[src/rtl/o_feature_writeback_pkg.sv]
// Shared definitions for the feature write-back stage.
//   state_t          : write-back FSM encoding
//   LANES            : requantised values packed per bus word
//   OUT_MAX/OUT_MIN  : saturation bounds of a 16-bit signed lane
package o_feature_writeback_pkg;

  typedef enum logic [1:0] {
    S_IDLE  = 2'd0,
    S_RUN   = 2'd1,
    S_DRAIN = 2'd2,
    S_DONE  = 2'd3
  } state_t;

  localparam int LANES   = 8;
  localparam int OUT_MAX = 32767;
  localparam int OUT_MIN = -32768;

endpackage

[src/rtl/o_feature_word_fifo.sv]
// Packed-word FIFO between the lane packer and the external write port.
// Ports:
//   clk, rst           : clock, async active-high reset (flushes contents)
//   push, push_data    : enqueue request and word (ignored when full)
//   pop                : dequeue request (ignored when empty)
//   full, empty        : occupancy flags
//   head               : word at the read pointer
module o_feature_word_fifo #(
  parameter int WIDTH = 128,
  parameter int DEPTH = 4
) (
  input  logic             clk,
  input  logic             rst,
  input  logic             push,
  input  logic [WIDTH-1:0] push_data,
  input  logic             pop,
  output logic             full,
  output logic             empty,
  output logic [WIDTH-1:0] head
);

  localparam int AW = $clog2(DEPTH);

  logic [WIDTH-1:0] mem [DEPTH];
  // One extra pointer bit distinguishes full from empty.
  logic [AW:0] wr_ptr, rd_ptr;
  logic        do_push, do_pop;

  assign full    = (wr_ptr[AW] != rd_ptr[AW]) && (wr_ptr[AW-1:0] == rd_ptr[AW-1:0]);
  assign empty   = (wr_ptr == rd_ptr);
  assign do_push = push && !full;
  assign do_pop  = pop && !empty;
  assign head    = mem[rd_ptr[AW-1:0]];

  always_ff @(posedge clk or posedge rst) begin
    if (rst) begin
      wr_ptr <= '0;
      rd_ptr <= '0;
      for (int i = 0; i < DEPTH; i++) mem[i] <= '0;
    end else begin
      if (do_push) begin
        mem[wr_ptr[AW-1:0]] <= push_data;
        wr_ptr <= wr_ptr + 1'b1;
      end
      if (do_pop) rd_ptr <= rd_ptr + 1'b1;
    end
  end

endmodule

[src/rtl/o_feature_writeback.sv]
// Feature write-back: requantises the scaled feature stream to 16-bit signed,
// packs LANES values per bus word and writes words to consecutive addresses.
// Ports:
//   clk, rst                         : clock, async active-high reset
//   store_enable                     : start pulse (ignored unless idle)
//   dst_addr, store_count, shift_amt : job parameters, sampled on start
//   feature_in, feature_valid        : input stream
//   feature_ready                    : input accepted this cycle when valid
//   o_data_bus_port, o_feature_addr  : write data / word address
//   o_feature_wr_en, o_wr_ready      : write request / memory accept
//   busy, store_done                 : job in progress / completion pulse
module o_feature_writeback
  import o_feature_writeback_pkg::*;
#(
  parameter int IN_WIDTH   = 24,
  parameter int OUT_WIDTH  = 16,
  parameter int BUS_WIDTH  = 128,
  parameter int FIFO_DEPTH = 4,
  parameter int ADDR_WIDTH = 16
) (
  input  logic                  clk,
  input  logic                  rst,
  input  logic                  store_enable,
  input  logic [ADDR_WIDTH-1:0] dst_addr,
  input  logic [15:0]           store_count,
  input  logic [3:0]            shift_amt,
  input  logic [IN_WIDTH-1:0]   feature_in,
  input  logic                  feature_valid,
  output logic                  feature_ready,
  output logic [BUS_WIDTH-1:0]  o_data_bus_port,
  output logic [ADDR_WIDTH-1:0] o_feature_addr,
  output logic                  o_feature_wr_en,
  input  logic                  o_wr_ready,
  output logic                  busy,
  output logic                  store_done
);

  localparam int LW = $clog2(LANES);

  // Round-half-up arithmetic shift, then clamp to the signed lane range.
  // One guard bit keeps x plus the rounding constant from overflowing.
  function automatic logic [OUT_WIDTH-1:0] requant(input logic [IN_WIDTH-1:0] x,
                                                   input logic [3:0] sh);
    logic signed [IN_WIDTH:0] ext, rnd, r;
    ext = $signed({x[IN_WIDTH-1], x});
    rnd = (sh == 4'd0) ? '0 : $signed((IN_WIDTH+1)'(1) << (sh - 4'd1));
    r   = (ext + rnd) >>> sh;
    if (r > $signed((IN_WIDTH+1)'(OUT_MAX)))      return OUT_WIDTH'(OUT_MAX);
    else if (r < $signed((IN_WIDTH+1)'(OUT_MIN))) return OUT_WIDTH'(OUT_MIN);
    else                                          return r[OUT_WIDTH-1:0];
  endfunction

  state_t                state, state_nxt;
  logic [ADDR_WIDTH-1:0] base_q;
  logic [15:0]           count_q, words_packed, words_written;
  logic [3:0]            shift_q;
  logic [LW-1:0]         lane;
  logic [BUS_WIDTH-1:0]  pack_reg, push_word;
  logic                  start, accept, last_lane, push, wr_fire;
  logic                  fifo_full, fifo_empty;
  logic [BUS_WIDTH-1:0]  fifo_head;

  assign start     = (state == S_IDLE) && store_enable;
  assign last_lane = (lane == LW'(LANES - 1));
  assign accept    = feature_valid && feature_ready;
  assign push      = accept && last_lane;
  assign wr_fire   = o_feature_wr_en && o_wr_ready;

  // Current partial word with the incoming lane merged in; on the last lane
  // this is the complete word pushed to the FIFO in the same cycle.
  always_comb begin
    push_word = pack_reg;
    push_word[lane*OUT_WIDTH +: OUT_WIDTH] = requant(feature_in, shift_q);
  end

  always_ff @(posedge clk or posedge rst) begin
    if (rst) state <= S_IDLE;
    else     state <= state_nxt;
  end

  always_comb begin
    state_nxt = state;
    case (state)
      S_IDLE:  if (store_enable) state_nxt = (store_count == '0) ? S_DONE : S_RUN;
      S_RUN:   if (words_packed == count_q) state_nxt = S_DRAIN;
      S_DRAIN: if (words_written == count_q) state_nxt = S_DONE;
      S_DONE:  state_nxt = S_IDLE;
      default: state_nxt = S_IDLE;
    endcase
  end

  // A same-cycle pop does not lift the full stall on the last lane.
  always_comb begin
    busy            = (state != S_IDLE);
    store_done      = (state == S_DONE);
    feature_ready   = (state == S_RUN) && (words_packed < count_q) && !(last_lane && fifo_full);
    o_feature_wr_en = !fifo_empty && ((state == S_RUN) || (state == S_DRAIN));
    o_data_bus_port = fifo_head;
    o_feature_addr  = base_q + ADDR_WIDTH'(words_written);
  end

  always_ff @(posedge clk or posedge rst) begin
    if (rst) begin
      base_q        <= '0;
      count_q       <= '0;
      shift_q       <= '0;
      lane          <= '0;
      pack_reg      <= '0;
      words_packed  <= '0;
      words_written <= '0;
    end else if (start) begin
      base_q        <= dst_addr;
      count_q       <= store_count;
      shift_q       <= shift_amt;
      lane          <= '0;
      words_packed  <= '0;
      words_written <= '0;
    end else begin
      if (accept) begin
        pack_reg <= push_word;
        lane     <= last_lane ? '0 : lane + 1'b1;
        if (last_lane) words_packed <= words_packed + 16'd1;
      end
      if (wr_fire) words_written <= words_written + 16'd1;
    end
  end

  o_feature_word_fifo #(
    .WIDTH (BUS_WIDTH),
    .DEPTH (FIFO_DEPTH)
  ) u_fifo (
    .clk       (clk),
    .rst       (rst),
    .push      (push),
    .push_data (push_word),
    .pop       (wr_fire),
    .full      (fifo_full),
    .empty     (fifo_empty),
    .head      (fifo_head)
  );

endmodule

[config.mk]
export PLATFORM = sky130hd
export DESIGN_NAME = o_feature_writeback
export DESIGN_NICKNAME = d
export VERILOG_FILES = /design/src/rtl/o_feature_writeback_pkg.sv /design/src/rtl/o_feature_word_fifo.sv /design/src/rtl/o_feature_writeback.sv
export SDC_FILE = /design/constraint.sdc
export NUM_CORES = 2
export LEC_CHECK = 0
export ABC_AREA = 1
export CAP_MARGIN = 10
export CORE_MARGIN = 1.5
export CORE_UTILIZATION = 32
export DETAILED_ROUTE_END_ITERATION = 7
export GPL_TIMING_DRIVEN = 1
export SETUP_SLACK_MARGIN = 0.3
export SYNTH_ARGS = -nofsm -noshare
export SYNTH_HDL_FRONTEND = slang
export SYNTH_SLANG_ARGS = --single-unit
[constraint.sdc]
create_clock -name clk -period 30.6 [get_ports clk]
set_input_delay 6.12 -clock clk [delete_from_list [all_inputs] [get_ports clk]]
set_output_delay 6.12 -clock clk [all_outputs]
set_load 0.1 [all_outputs]
Word level (Yosys, flattened, before mapping)
Cells that the tools add are included.
Word-level totals
  output and inout bits: 148
  logic and storage cells: 97
  bits of input ports: 65
  register bits after elaboration: 719
Cells by class
  reduce and logical (&&, ||, !) cells: 26
  shift operators: 4
  equality and inequality tests: 12
  bitwise gates (word level): 3
  magnitude comparators: 6
  add/subtract/negate cells: 9
  mux-type cells: 23
Operator list (count)
  512-bit bitwise mux: 1
  128-bit 2-to-1 mux: 3
  128-bit binary-select mux with 2-bit select: 1
  128-bit demux with 2-bit select: 1
  128-bit bitwise mux: 1
  16-bit by 34-bit variable shift with 128-bit output (first input constant): 1
  16-bit by 34-bit variable part select with 128-bit output: 1
  16-bit 2-to-1 mux: 7
  7-bit negation with 34-bit output: 1
  16-bit by 1-bit adder with 16-bit output (second input constant): 2
  16-bit equality test: 2
  24-bit by 25-bit adder with 25-bit output: 1
  25-bit by 16-bit greater-than comparator with 1-bit output (second input constant): 1
  25-bit by 16-bit < comparator with 1-bit output (second input constant): 1
  25-bit 2-to-1 mux: 1
  1-bit by 4-bit left shift with 25-bit output (first input constant): 1
  25-bit by 4-bit >>> shifter with 25-bit output: 1
  16-bit adder: 1
  16-bit zero test: 1
  16-bit < comparator: 1
  1-bit logical AND: 12
  3-bit by 1-bit adder with 3-bit output (second input constant): 3
  3-bit 2-to-1 mux: 3
  2-bit 2-to-1 mux: 4
  other kinds (20): 31

Logic depth before layout (Yosys ltp)
  depth after elaboration: 11
  mapped depth: 35
  mapped depth without buffers: 32

By module
Synthesis repeated with hierarchy kept, for this count alone.
Unflattened totals
  cell total of the unflattened synthesis: 5290
  area, all modules: 39758.1 um2
Modules (own cells, without submodules)
  o_feature_word_fifo: area each 24702.4 um2, cells each 3054, times used 1, sequential area each 12962.4 um2
  o_feature_writeback: area each 15055.7 um2, cells each 2236, times used 1, sequential area each 5029.8 um2

Worst setup path before layout
No wires, ideal clock.
  kind: register -> output
  from: register words_written[0]
  to: output o_feature_addr[14]
  data arrival time: 3.928 ns
  cell stages (with the launch flop): 18
  buffers on the path: 0
  path slack: 20.552 ns
  data required time: 24.480 ns
  cell sequence: dfrtp_1 ha_1 inv_1 fa_1 nand3b_1 and2_1 nor2_1 o21ai_0 nand2_1 a21oi_1 o21bai_1 a21o_1 a21oi_1 o21ai_0 a21oi_1 nor2_1 nor2_1 xnor2_1
On the way
  word-level cells in the longest chain between the ends: 1
Ends and longest elaborated chain
  start, declared: RTL line o_feature_writeback.sv:55  | logic [15:0] count_q, words_packed, words_written;
  start signal, assigned: RTL line o_feature_writeback.sv:124  | if (wr_fire) words_written <= words_written + 16'd1;
  16-bit adder: RTL line o_feature_writeback.sv:99  | o_feature_addr = base_q + ADDR_WIDTH'(words_written);
  end, declared: RTL line o_feature_writeback.sv:31  | output logic [ADDR_WIDTH-1:0] o_feature_addr,
Every way passes these cells.

Worst setup path after layout
  from: register u_fifo.rd_ptr[0]
  to: output o_data_bus_port[90]
On the way
  word-level cells in the longest chain between the ends: 4
Ends and longest elaborated chain
  start, declared: RTL line o_feature_word_fifo.sv:26  | logic [AW:0] wr_ptr, rd_ptr;
  start signal, assigned: RTL line o_feature_word_fifo.sv:45  | if (do_pop) rd_ptr <= rd_ptr + 1'b1;
  2-bit NOT with 3-bit output (not written as such): RTL line o_feature_word_fifo.sv:33  | assign head = mem[rd_ptr[AW-1:0]];
  128-bit binary-select mux with 2-bit select: RTL line o_feature_word_fifo.sv:33
  128-bit 2-to-1 mux (not written as such) (2 in series): RTL line o_feature_word_fifo.sv:33
  end, declared: RTL line o_feature_writeback.sv:30  | output logic [BUS_WIDTH-1:0] o_data_bus_port,
Every way passes these cells. The select of a mux whose other input is x is not followed.

==> impl_summary.md <==
Status
The flow ran to the end, and the final reports show no timing, DRC or antenna violations.

Power
Across the VDD grid, the largest voltage drop is 0.0000419 V. The cell area power density is 47.6 nW/um2. The static leakage is 23.8 nW.

Logic synthesis
The largest total area in the synthesized netlist belongs to dfrtp_1. The share of synthesized area in the top cell type comes to 0.469. Synthesis produced a netlist whose cell count is 5,059. The synthesized area divided by synthesized cell count is 7.59 um2. The number of library cell types mapped by synthesis is 50. The sequential area share after synthesis is 0.469.

The most used flip-flop cell after synthesis is dfrtp_1. The synthesized design contains 0 enable-type register cells. The synthesized design contains 719 register bits. Sorting the synthesized cells by area gives the leading types as dfrtp_1 (47%), nand2_1 (17%), nand3_1 (10%), o21ai_0 (4.3%), nor2_1 (3.5%). The area of the mapped netlist is 38,400 um2. Of all flip-flops after synthesis, the portion carrying an async set or reset was 1.00. For this run, the number of Yosys warnings is 0.

The synthesized netlist net count is 5,189.

Setup path
Counting stages on the worst path, the most repeated cell is buf_4. Traced cell by cell, the critical path runs through inv_6 -> buf_4 -> buf_4 -> o21ai_0 -> o22ai_1 -> clkdlybuf4s50_1. The nature of the critical path startpoint is a register. The data arrival time at the worst-slack endpoint is 5710 ps. STA classifies the critical path endpoint as an output pin. The required time of the critical path is 24,480 ps. The largest single stage delay on the critical path is 1280 ps. The critical path in this run is classified as register to output pin. Together, buffers and inverters on the worst path number 4.

For this design, the slowest cell found on the critical path is clkdlybuf4s50_1. Along the worst path, the maximum fanout reaches 83. Among cell families on the critical path, the largest total delay comes from buffers and inverters.

Placement
The quantity of I/O buffers inserted on ports is 212. The weighted congestion reported at the end of routability-driven placement is 0.872. Before CTS, the worst setup slack after placement is 19,580 ps. The post-DP HPWL is 73,900 um.

Clock network
The clock transition at the register clock pins on the worst setup and hold paths after CTS is 60 ps. TritonCTS built the clock tree. The number of buffers inserted during clock tree synthesis is 80.

The number of gates given a new drive strength after cts is 0. The clock reaches the later pin of the worst-skew pair after 660 ps. The maximum clock insertion buffer count is 3. The CTS sink count is 719. In this run the clock root is driven by a clkbuf_16.

In this run the number of H-tree levels came out at 3. In this run the post-CTS setup repair buffer count came out at 0. After clock tree synthesis, the flow added hold-fix buffers numbering 0.

GRT
The via count of the first global-routing pass is 33.5k. The initial antenna violation count is 1. In the global route stage, overall resource usage came out at 0.205. The first global-routing pass estimated 197,000 um of wire. The sum of overflow across all layers after global routing is 0. Entering global routing, the biggest net connects 184 pins.

STA
Setup slack on the critical path of the routed design comes to 18,770 ps. The time the worst path needs with I/O delays and setup is 11,830 ps. Setup repair after global routing left no endpoint under its margin.

Setup total negative slack on the finished layout was measured at 0 ps. For this run, the top clock speed supported by timing is 84.5 MHz. The number of endpoints with negative hold slack in the final report is 0.

The clock skew after layout is 35.0 ps. The worst max-slew margin expressed relative to the limit is 0.177. The count of final setup violators is 0. The final number of max-transition violations is 0.

For the pin with the worst max-slew slack, the measured transition is 1230 ps. The fraction of the cycle the final worst path needs is 0.387.

Routing
The residual antenna-violating net count after detailed routing is 0. In the final routed layout, each cell accounts on average for 18.8 um. In the routed layout, each cell is associated on average with a via count of 5.12. The number of optimization iterations in the first detailed-route pass is 6.

The starting DRC count in detailed routing is 3,272. The vias after detailed routing is 34.8k. The residual DRC count is 0. The routed wire length is 127,000 um.

Floorplanning
After floorplanning, the core was sized to cover 119,000 um2. The full die area is 122,000 um2. 213 I/O pins were placed. Row generation in the floorplan step produced 126 rows. The floorplan step set the die height to 349 um. For this configuration, the core starts out at a cell density of 0.324.

The floorplan step set the die width to 349 um.

Run
The tool flagged a number of max-cap violations equal to 0.

Finish
The fraction of layout cells with a size suffix above 1 is 0.0693. In the layout the commonest cells are nand2_1 (1,758), nand3_1 (773), dfrtp_1 (717), nor2_1 (348), o21ai_0 (328). The area overhead of the layout relative to synthesis is 16.6%. Fill cells in the final layout number 12.3k. The area occupied by multi-input gates is 18,500 um2.

The final net count is 5,244. The register with the most flip-flops in the layout has 512 of them. The footprint of the flip-flops and latches is 18,000 um2. Leaving out fill and tap cells, the most frequent cell in the layout is nand2_1.

Worst hold path
In this run the worst hold path is classified as register to register.
-- cells by family after synthesis --
group	count (synthesis)	share of synthesized area
and+or+nand+nor	3193	0.372
AOI/OAI and AO/OA	538	0.0756
xor gates and xnor gates	43	0.00981
buffers and inverters	495	0.0512
muxes	5	0.00130
adders and majority gates	65	0.0216
other	1	0.0000977
DFF	719	0.469
-- report_power, final --
| part | switching, mW | total (mW) | leakage (nW) | internal [mW] |
|---|---|---|---|---|
| clock network | 0.424 | 1.06 | 1.45 | 0.635 |
| registers | 0.000478 | 0.952 | 9.86 | 0.952 |
| logic | 0.0908 | 0.120 | 12.5 | 0.0289 |
-- through the flow --
step           hold WS [ps]  instances  cell area, um2   util  total power, mW
6_report                471       6781           44800  0.378             2.13
5_1_grt                 483       6780           44800  0.378             2.20
4_1_cts                 474       6780           44800  0.378             2.15
3_5_place_dp            457       6632           41800  0.353             1.09
3_3_place_gp            453       6632           41800  0.353             1.09
2_1_floorplan           441       5059           38400      -             1.05
-- worst paths after layout --
| check | start | to | slack, ps | cells after the start |
|---|---|---|---|---|
| worst max-delay path | u_fifo.rd_ptr[0] | o_data_bus_port[90] | 18770 | 6 |
| worst min-delay path | u_fifo.mem[283] | u_fifo.mem[283] | 470 | 2 |
| worst max register to register | shift_q[0] | u_fifo.mem[240] | 23520 | 28 |
| worst min register to register | u_fifo.mem[283] | u_fifo.mem[283] | 470 | 2 |
| max in group asynchronous | rst | u_fifo.mem[136] | 21290 | 5 |
| min in group asynchronous | rst | words_written[3] | 6080 | 2 |
-- cells in the mapped netlist, types with 2 or more instances --
| library cell | number |
|---|---|
| a21o_1 | 2 |
| a21oi_1 | 56 |
| a21oi_2 | 2 |
| a31oi_1 | 2 |
| and2_1 | 4 |
| buf_1 | 29 |
| buf_2 | 57 |
| buf_6 | 2 |
| clkbuf_1 | 197 |
| clkinv_1 | 4 |
| dfrtp_1 | 719 |
| fa_1 | 2 |
| ha_1 | 63 |
| inv_1 | 190 |
| inv_2 | 14 |
| mux2i_1 | 5 |
| nand2_1 | 1763 |
| nand2_2 | 26 |
| nand2_4 | 75 |
| nand2_8 | 10 |
| nand3_1 | 773 |
| nand3_2 | 7 |
| nand3b_1 | 3 |
| nand4_1 | 19 |
| nor2_1 | 355 |
| nor2_2 | 8 |
| nor2_4 | 2 |
| nor3_1 | 16 |
| nor3b_1 | 5 |
| nor4_1 | 8 |
| o211ai_1 | 3 |
| o21ai_0 | 328 |
| o21ai_1 | 5 |
| o21bai_1 | 3 |
| o22ai_1 | 132 |
| or2_1 | 114 |
| or2_2 | 2 |
| xnor2_1 | 18 |
| xor2_1 | 25 |
-- final cells by class --
class | count | area share
multi-input cells | 3845 | 0.414
inverters | 208 | 0.0182
clock inverters | 32 | 0.0110
diodes | 1 | 0.0000559
well taps | 1600 | 0.0447
flip-flops and latches | 719 | 0.402
repair buffers | 260 | 0.0560
clock buffers | 116 | 0.0545
-- worst reg2reg max path, delay by kind of cell, from the launching register on --
kind	cells	cell delay, ps
adders and majority gates	2	620
buffers and inverters	2	1030
DFF	1	970
and+or+nand+nor	24	4440
-- metal layers --
metal,track usage,up-vias,share of wire
met5,0,-,0
met4,0.0835,0,0.038
met3,0.0246,214,0.063
met2,0.339,1096,0.47
met1,0.273,16830,0.43
li1,-,16612,-
No activity file was read; power rests on OpenSTA's default activity.
